===== src/rtl/np_run_ctrl.sv =====
// Run sequencer for the np core: holds the core in reset while a host streams a
// program into instruction memory, releases it, then watches for halt or watchdog timeout.
module np_run_ctrl #(
    parameter int WIDTH        = 32,
    parameter int ADDRSIZE     = 12,
    parameter int CNT_W        = 24,
    parameter int RESET_CYCLES = 2
) (
    input  logic                clk,
    input  logic                reset,
    input  logic                start,
    input  logic                abort,
    input  logic [CNT_W-1:0]    max_cycles,
    input  logic                load_valid,
    input  logic [WIDTH-1:0]    load_data,
    input  logic                load_last,
    output logic                load_ready,
    output logic                imem_wr,
    output logic [ADDRSIZE-1:0] imem_addr,
    output logic [WIDTH-1:0]    imem_data,
    output logic                cpu_reset,
    input  logic                cpu_halt,
    output logic                busy,
    output logic                done,
    output logic                timeout,
    output logic [CNT_W-1:0]    cycle_count,
    output logic [ADDRSIZE:0]   load_count
);

    localparam logic [2:0] S_IDLE  = 3'd0;
    localparam logic [2:0] S_LOAD  = 3'd1;
    localparam logic [2:0] S_PRIME = 3'd2;
    localparam logic [2:0] S_RUN   = 3'd3;
    localparam logic [2:0] S_DONE  = 3'd4;
    localparam logic [2:0] S_TOUT  = 3'd5;

    localparam int PR_W = (RESET_CYCLES > 1) ? $clog2(RESET_CYCLES) : 1;
    localparam logic [PR_W-1:0] PRIME_LAST = PR_W'(RESET_CYCLES - 1);

    logic [2:0]          state_q, state_d;
    logic [PR_W-1:0]     prime_cnt_q, prime_cnt_d;
    logic [CNT_W-1:0]    max_q, max_d;
    logic [CNT_W-1:0]    cycle_count_q, cycle_count_d;
    logic [ADDRSIZE:0]   load_count_q, load_count_d;
    logic                imem_wr_q, imem_wr_d;
    logic [ADDRSIZE-1:0] imem_addr_q, imem_addr_d;
    logic [WIDTH-1:0]    imem_data_q, imem_data_d;
    logic                cpu_reset_q, cpu_reset_d;

    // The write pointer always equals the words written so far, so it is the low bits of load_count.
    logic [ADDRSIZE-1:0] wr_ptr;
    assign wr_ptr = load_count_q[ADDRSIZE-1:0];

    always_comb begin
        // NOTE: every _d starts from its _q so no path through this block can infer a latch.
        state_d       = state_q;
        prime_cnt_d   = prime_cnt_q;
        max_d         = max_q;
        cycle_count_d = cycle_count_q;
        load_count_d  = load_count_q;
        imem_wr_d     = 1'b0;
        imem_addr_d   = imem_addr_q;
        imem_data_d   = imem_data_q;

        case (state_q)
            S_IDLE, S_DONE, S_TOUT: begin
                if (start) begin
                    state_d       = S_LOAD;
                    cycle_count_d = '0;
                    load_count_d  = '0;
                    max_d         = max_cycles;
                end
            end
            S_LOAD: begin
                if (load_valid) begin
                    imem_wr_d    = 1'b1;
                    imem_addr_d  = wr_ptr;
                    imem_data_d  = load_data;
                    load_count_d = load_count_q + 1'b1;
                    if (load_last || (wr_ptr == {ADDRSIZE{1'b1}})) begin
                        state_d     = S_PRIME;
                        prime_cnt_d = '0;
                    end
                end
            end
            S_PRIME: begin
                if (prime_cnt_q == PRIME_LAST) state_d = S_RUN;
                else                           prime_cnt_d = prime_cnt_q + 1'b1;
            end
            S_RUN: begin
                // The count includes the cycle in which halt or timeout is decided.
                if (cycle_count_q != {CNT_W{1'b1}}) cycle_count_d = cycle_count_q + 1'b1;
                if (cpu_halt)
                    state_d = S_DONE;
                else if ((max_q != '0) && (CNT_W'(cycle_count_q + 1'b1) == max_q))
                    state_d = S_TOUT;
            end
            default: state_d = S_IDLE;
        endcase

        if (abort) begin
            state_d       = S_IDLE;
            imem_wr_d     = 1'b0;
            imem_addr_d   = imem_addr_q;
            imem_data_d   = imem_data_q;
            cycle_count_d = cycle_count_q;
            load_count_d  = load_count_q;
            max_d         = max_q;
        end

        cpu_reset_d = (state_d != S_RUN);
    end

    always_ff @(posedge clk) begin
        // NOTE: state uses non-blocking assignments so every flop samples pre-edge values.
        if (reset) begin
            state_q       <= S_IDLE;
            prime_cnt_q   <= '0;
            max_q         <= '0;
            cycle_count_q <= '0;
            load_count_q  <= '0;
            imem_wr_q     <= 1'b0;
            imem_addr_q   <= '0;
            imem_data_q   <= '0;
            cpu_reset_q   <= 1'b1;
        end else begin
            state_q       <= state_d;
            prime_cnt_q   <= prime_cnt_d;
            max_q         <= max_d;
            cycle_count_q <= cycle_count_d;
            load_count_q  <= load_count_d;
            imem_wr_q     <= imem_wr_d;
            imem_addr_q   <= imem_addr_d;
            imem_data_q   <= imem_data_d;
            cpu_reset_q   <= cpu_reset_d;
        end
    end

    assign load_ready  = (state_q == S_LOAD);
    assign busy        = (state_q == S_LOAD) || (state_q == S_PRIME) || (state_q == S_RUN);
    assign done        = (state_q == S_DONE);
    assign timeout     = (state_q == S_TOUT);
    assign imem_wr     = imem_wr_q;
    assign imem_addr   = imem_addr_q;
    assign imem_data   = imem_data_q;
    assign cpu_reset   = cpu_reset_q;
    assign cycle_count = cycle_count_q;
    assign load_count  = load_count_q;

endmodule


===== config.mk =====
export PLATFORM = sky130hd
export DESIGN_NAME = np_run_ctrl
export DESIGN_NICKNAME = d
export VERILOG_FILES = /design/src/rtl/np_run_ctrl.sv
export SDC_FILE = /design/constraint.sdc
export NUM_CORES = 1
export LEC_CHECK = 0
export BUFFER_PORTS_ARGS = -buffer_cell sky130_fd_sc_hd__buf_2
export CORE_UTILIZATION = 52
export DETAILED_ROUTE_END_ITERATION = 16
export GPL_TIMING_DRIVEN = 0
export PLACE_DENSITY = 0.92
export SETUP_SLACK_MARGIN = 0.02
export SYNTH_ARGS = -nofsm -noshare
export SYNTH_HDL_FRONTEND = slang
export SYNTH_SLANG_ARGS = --single-unit

===== constraint.sdc =====
create_clock -name clk -period 2.8 [get_ports clk]
set_input_delay 0.42 -clock clk [delete_from_list [all_inputs] [get_ports clk]]
set_output_delay 0.42 -clock clk [all_outputs]
set_load 0.1 [all_outputs]

# == After elaboration in Yosys (flattened, before gate mapping) ==
# Index checks and enable logic that the tools add are counted.
# classes
bitwise_logic,2
n_reduce_logical,16
n_eq_ne,13
addsub,3
n_mux,19
# op_table
op,n
$mux W24,2
$pmux W24 S2,1
$mux W13,2
$pmux W13 S2,1
$add A24 B1 Y24 const B,1
$eq A24 B24 Y1,1
$ne A24 B24 Y1 const B,1
$reduce_bool A24 Y1,1
$mux W3,7
$add A13 B1 Y13 const B,1
$eq A12 B12 Y1 const B,1
$pmux W3 S4,1
$reduce_and A3 Y1,3
$reduce_and A4 Y1,2
$eq A3 B2 Y1 const B,2
$eq A3 B3 Y1 const B,2
$ne A2 B2 Y1 const B,3
$reduce_bool A2 Y1,3
$reduce_or A3 Y1,2
$mux W1,4
$eq A3 B1 Y1 const B,1
$logic_not A3 Y1,1
$logic_or A1 B1 Y1,3
$ne A3 B2 Y1 const B,1
other kinds (5),6
# word_totals
register_bits,111
out_inout_bits,87
inputBits,63

# == Depth between registers and ports, before layout ==
# depth
word_depth,8
mapped_depth,9
ltp_nobuf,8

# == Least setup slack after synthesis ==
# No wires, ideal clock.
# synth_path
path_type,flip-flop to flip-flop
startpoint,reg state_q[1]
endpoint,"reg load_count_q[11], in the netlist load_count[11]"
arrival_time_ns,4.061
path_stages_with_launch,9
setup_time_ns,0.071
required_ns,2.729
path_slack_ns,-1.331
path_cell_list,dfxtp_1 -> buf_6 -> nor3b_1 -> nand3b_1 -> nand2_1 -> and3_2 -> nand3_1 -> or3_1 -> a21oi_1
# synth_between
word_cells_on_any_way,10
classes_between,5 x eq/ne; 1 x mux; 4 x reduce/logical
# synth_lines
element,line_no,text
"start, declared",40,"logic [2:0] state_q, state_d;"
"start signal, assigned",127,state_q <= state_d;
$eq A3 B1 Y1 *,n/a,
named net load_ready,17,"output logic load_ready,"
$ne A2 B2 Y1 (no line) or $reduce_bool A2 Y1 (tied branches),n/a,
$reduce_and A4 Y1 (no line),n/a,
"end signal, assigned",131,load_count_q <= load_count_d;
"end, declared",44,"logic [ADDRSIZE:0] load_count_q, load_count_d;"
# The timed path passes the listed nets; every way through them passes the cells marked *.
# A chain may end at the register's enable or synchronous reset.

# == Worst setup path in the final report ==
# layout_path
startpoint,"reg cycle_count_q[10], in the netlist cycle_count[10]"
endpoint,reg state_q[1]
# layout_between
elab_chain_cells,7
# layout_rtl
element,line_no,text
"start, declared",43,"logic [CNT_W-1:0] cycle_count_q, cycle_count_d;"
"start signal, assigned",130,cycle_count_q <= cycle_count_d;
$add A24 B1 Y24,95,else if ((max_q != '0) && (CNT_W'(cycle_count_q + 1'b1) == max_q))
$eq A24 B24 Y1,95,
$logic_and A1 B1 Y1,95,
$mux W3,95,
$mux W3,93,if (cpu_halt)
$pmux W3 S4,65,case (state_q)
$mux W3,101,if (abort) begin
# No other way between the ends.

==> results_dict.tcl <==
set metrics [dict create \
    outcome "finished, final reports clean" \
    fin_crit_sh 0.937 \
    dp_hpwl_mm 11.3 \
    stdcell_count 964 \
    max-vdd-ir-drop_uv 312 \
    timing.rr.start "cycle_count[10]" \
    drive_gt1_frac 0.252 \
    cpMostUsedCell "nand4_1" \
    vias 5438 \
    port_buffers 148 \
    antenna_cells 0 \
    overflow 0 \
    r2r_end "state_q[1]" \
    min_to "imem_data[5]" \
    clk_pin_slew_ns 0.11 \
    max_stage_delay_ns 0.54 \
    coreArea_sq_um 9730 \
    cpLargestDelayFamily "simple AND/OR/NAND/NOR gates" \
    grt_max_degree 21 \
    rows 36 \
    synth_cell_types 52 \
    dp_cells 948 \
    drt-total-wl_mm 15.0 \
    syn_avg_cell_area_sq_um 7.80 \
    routabilityCongestion 0.947 \
    ant_nets 0 \
    syn_area_sq_um 5200 \
    viasPerCell 5.64 \
    grt_usage 0.288 \
    clk_latency_ns 0.37 \
    grt_pass1_vias 4910 \
    r2r_setup_slack_ns 0.18 \
    path_buf_inv 1 \
    wl_per_cell_microns 15.5 \
    ys_seq_elements 111 \
    fin_crit_ns 2.62 \
    synth_edf_count 0 \
    ys_seq_area_frac 0.427 \
    p_leak_uw 0.00266 \
    initial_core_util 0.535 \
    nFillCells 839 \
    rsz0062_at_grt "false" \
    crit_arrival_ns 2.90 \
    ys.flop_type "dfxtp_1" \
    finClkSkew_ns 0.0117 \
    chipHeight_microns 102 \
    worstHoldStart "load_data[5]" \
    holdCritPathClass "in -> reg" \
    final_nets 891 \
    cts_buffers 9 \
    finalSetupViolations 0 \
    design_area_sq_um 6370 \
    chipWidth_microns 102 \
    postSynthCellCount 667 \
    reg2reg_depth 8 \
    cts_tree "yes" \
    async_flop_share 0 \
    min_path_cells 3 \
    end_kind "register" \
    relSlewSlack 0.212 \
    holdWs_ns 0.277 \
    io_pins 150 \
    drtIter0Drc 316 \
    cts_max_level 3 \
    critPathSlowestCell "nor4_2" \
    setup_tns_ns 0 \
    path_cells "clkbuf_2 -> nand4_2 -> nor4_2 -> nand4_1 -> xnor2_1 -> nor4_1 -> nand4_1 -> a21o_1" \
    dr.pass1.iters 6 \
    clockBufferDepth 2 \
    crit_required_ns 3.07 \
    cts_sinks 111 \
    worst_pin_slew_ns 1.17 \
    drc 0 \
    placed_cell_area_sq_um 6140 \
    syn_to_final_growth_pct 22.5 \
    start_kind "register" \
    root_buffer "clkbuf_8" \
    power_density_nw_per_um2 452 \
    crit_type "reg -> reg" \
    max_freq_ghz 0.381 \
    grt_antenna_before_repair 0 \
    synth_fp_nets 732 \
    grt_pass1_wl_mm 23.3 \
    cp_max_fo 7 \
    die_area_sq_um 10400 \
    cap_violations 0 \
    ys_warn_count 0 \
    slew_violations 0 \
    finalHoldViolations 0 \
]
[layout make-up]
class                           count  area, sq um  area share
Multi-Input combinational cell    506         2820       0.442
Sequential cell                   111         2240       0.352
Timing Repair Buffer              148          741       0.116
Buffer                             45          194      0.0304
Tap cell                          133          166      0.0261
Clock buffer                       10          138      0.0216
Clock inverter                      6         57.6     0.00904
Inverter                            5         18.8     0.00295
[layer usage]
layer	up-vias	track usage	routed length, microns
met5	-	0	0
met4	0	0.160	610
met3	52	0.0561	1380
met2	306	0.477	6940
met1	2473	0.353	6040
li1	2607	-	-
[cell families after synthesis]
logic type                 synth area share
adders and majority gates           0.00481
buffers and inverters                0.0409
muxes                               0.00216
xor gates and xnor gates             0.0825
DFF                                   0.427
AOI/OAI and AO/OA                     0.164
and+or+nand+nor                       0.278
[what timing repair did]
action | 4_1_cts | 5_1_grt
gates resized for setup | 1 | 6
endpoints found under the setup margin | 1 | 24
endpoints found under the hold margin | 0 | 0
buffers inserted | 0 | 0
hold buffers | 0 | 0
pin swaps | 0 | 1
[how the worst max path moves through the flow]
stage,to,start,cells after the start,slack (ns)
detailed placement,cycle_count[17],cycle_count[0],8,0.12
global placement,state_q[1],cycle_count[10],8,0.09
global route,cycle_count[14],cycle_count[0],8,0.07
CTS,cycle_count[17],cycle_count[0],8,0.07
floorplan,state_q[1],cycle_count[3],9,0.02
finish,state_q[1],cycle_count[10],8,0.18
[power breakdown]
part / switching, uW / internal (uW)
registers: 22.4 / 1600
logic: 200 / 97.5
clock network: 585 / 373
total: 808 / 2070
[cell usage after synthesis, drive strengths merged, types with 3 or more instances]
master / count / area share
inv: 5 / 0.0036
o31ai: 3 / 0.0043
nand4: 13 / 0.017
and3: 9 / 0.011
nor4: 13 / 0.021
nor2: 35 / 0.025
a211oi: 3 / 0.0043
o21ai: 34 / 0.033
nand2b: 3 / 0.0036
xnor2: 26 / 0.044
buf: 13 / 0.014
dfxtp: 111 / 0.43
nor3: 7 / 0.0077
or3: 16 / 0.019
nand3: 21 / 0.024
xor2: 23 / 0.039
or4: 3 / 0.0051
nor2b: 4 / 0.0048
o31a: 5 / 0.0084
clkbuf: 32 / 0.024
a21oi: 94 / 0.090
and2: 8 / 0.010
a31oi: 4 / 0.0048
nand2: 156 / 0.11
nand3b: 5 / 0.0072
[flip-flops by register name (all words and copies together) (netlist names)]
| signal | count |
|---|---|
| imem_wr | 1 |
| imem_addr | 12 |
| max_q | 24 |
| state_q | 3 |
| cycle_count | 24 |
| cpu_reset | 1 |
| imem_data | 32 |
| load_count | 13 |
| prime_cnt_q | 1 |
[per-stage QoR]
stage / setup slack [ns] / power (uW) / utilization
3_3_place_gp: 0.0919 / 1950 / 0.631
3_5_place_dp: 0.119 / 1950 / 0.631
2_1_floorplan: 0.0202 / 1850 / -
4_1_cts: 0.0669 / 2900 / 0.651
6_report: 0.177 / 2880 / 0.655
5_1_grt: 0.0731 / 3000 / 0.655
[placed cells by master, fill, tap and decap left out, types with 2 or more instances in the layout]
| master | count |
|---|---|
| clkbuf_1 | 30 |
| inv_8 | 2 |
| or3_1 | 16 |
| nor4_2 | 2 |
| xnor2_1 | 26 |
| and4_1 | 2 |
| a311oi_1 | 2 |
| nand4_1 | 12 |
| dfxtp_1 | 97 |
| clkbuf_8 | 10 |
| and2_1 | 7 |
| o31a_1 | 5 |
| nand2b_1 | 3 |
| nor2_1 | 35 |
| nand2_1 | 155 |
| inv_6 | 3 |
| buf_2 | 160 |
| a21oi_1 | 93 |
| nor4_1 | 9 |
| o31ai_1 | 3 |
| and3_1 | 8 |
| nor4_4 | 2 |
| nor2b_1 | 4 |
| xor2_1 | 23 |
| a211oi_1 | 3 |
| clkbuf_2 | 2 |
| a31oi_1 | 4 |
| nand3_1 | 19 |
| dfxtp_2 | 14 |
| nand3b_1 | 5 |
| o21ai_0 | 33 |
| inv_1 | 5 |
| or4_1 | 2 |
| o22ai_1 | 2 |
| nor3_1 | 6 |
[tightest hold or removal path, stage by stage]
cell and delay (ns):
buf_2 0.09, nand2_1 0.04, a21oi_1 0.05
No activity file was read; power rests on OpenSTA's default activity.
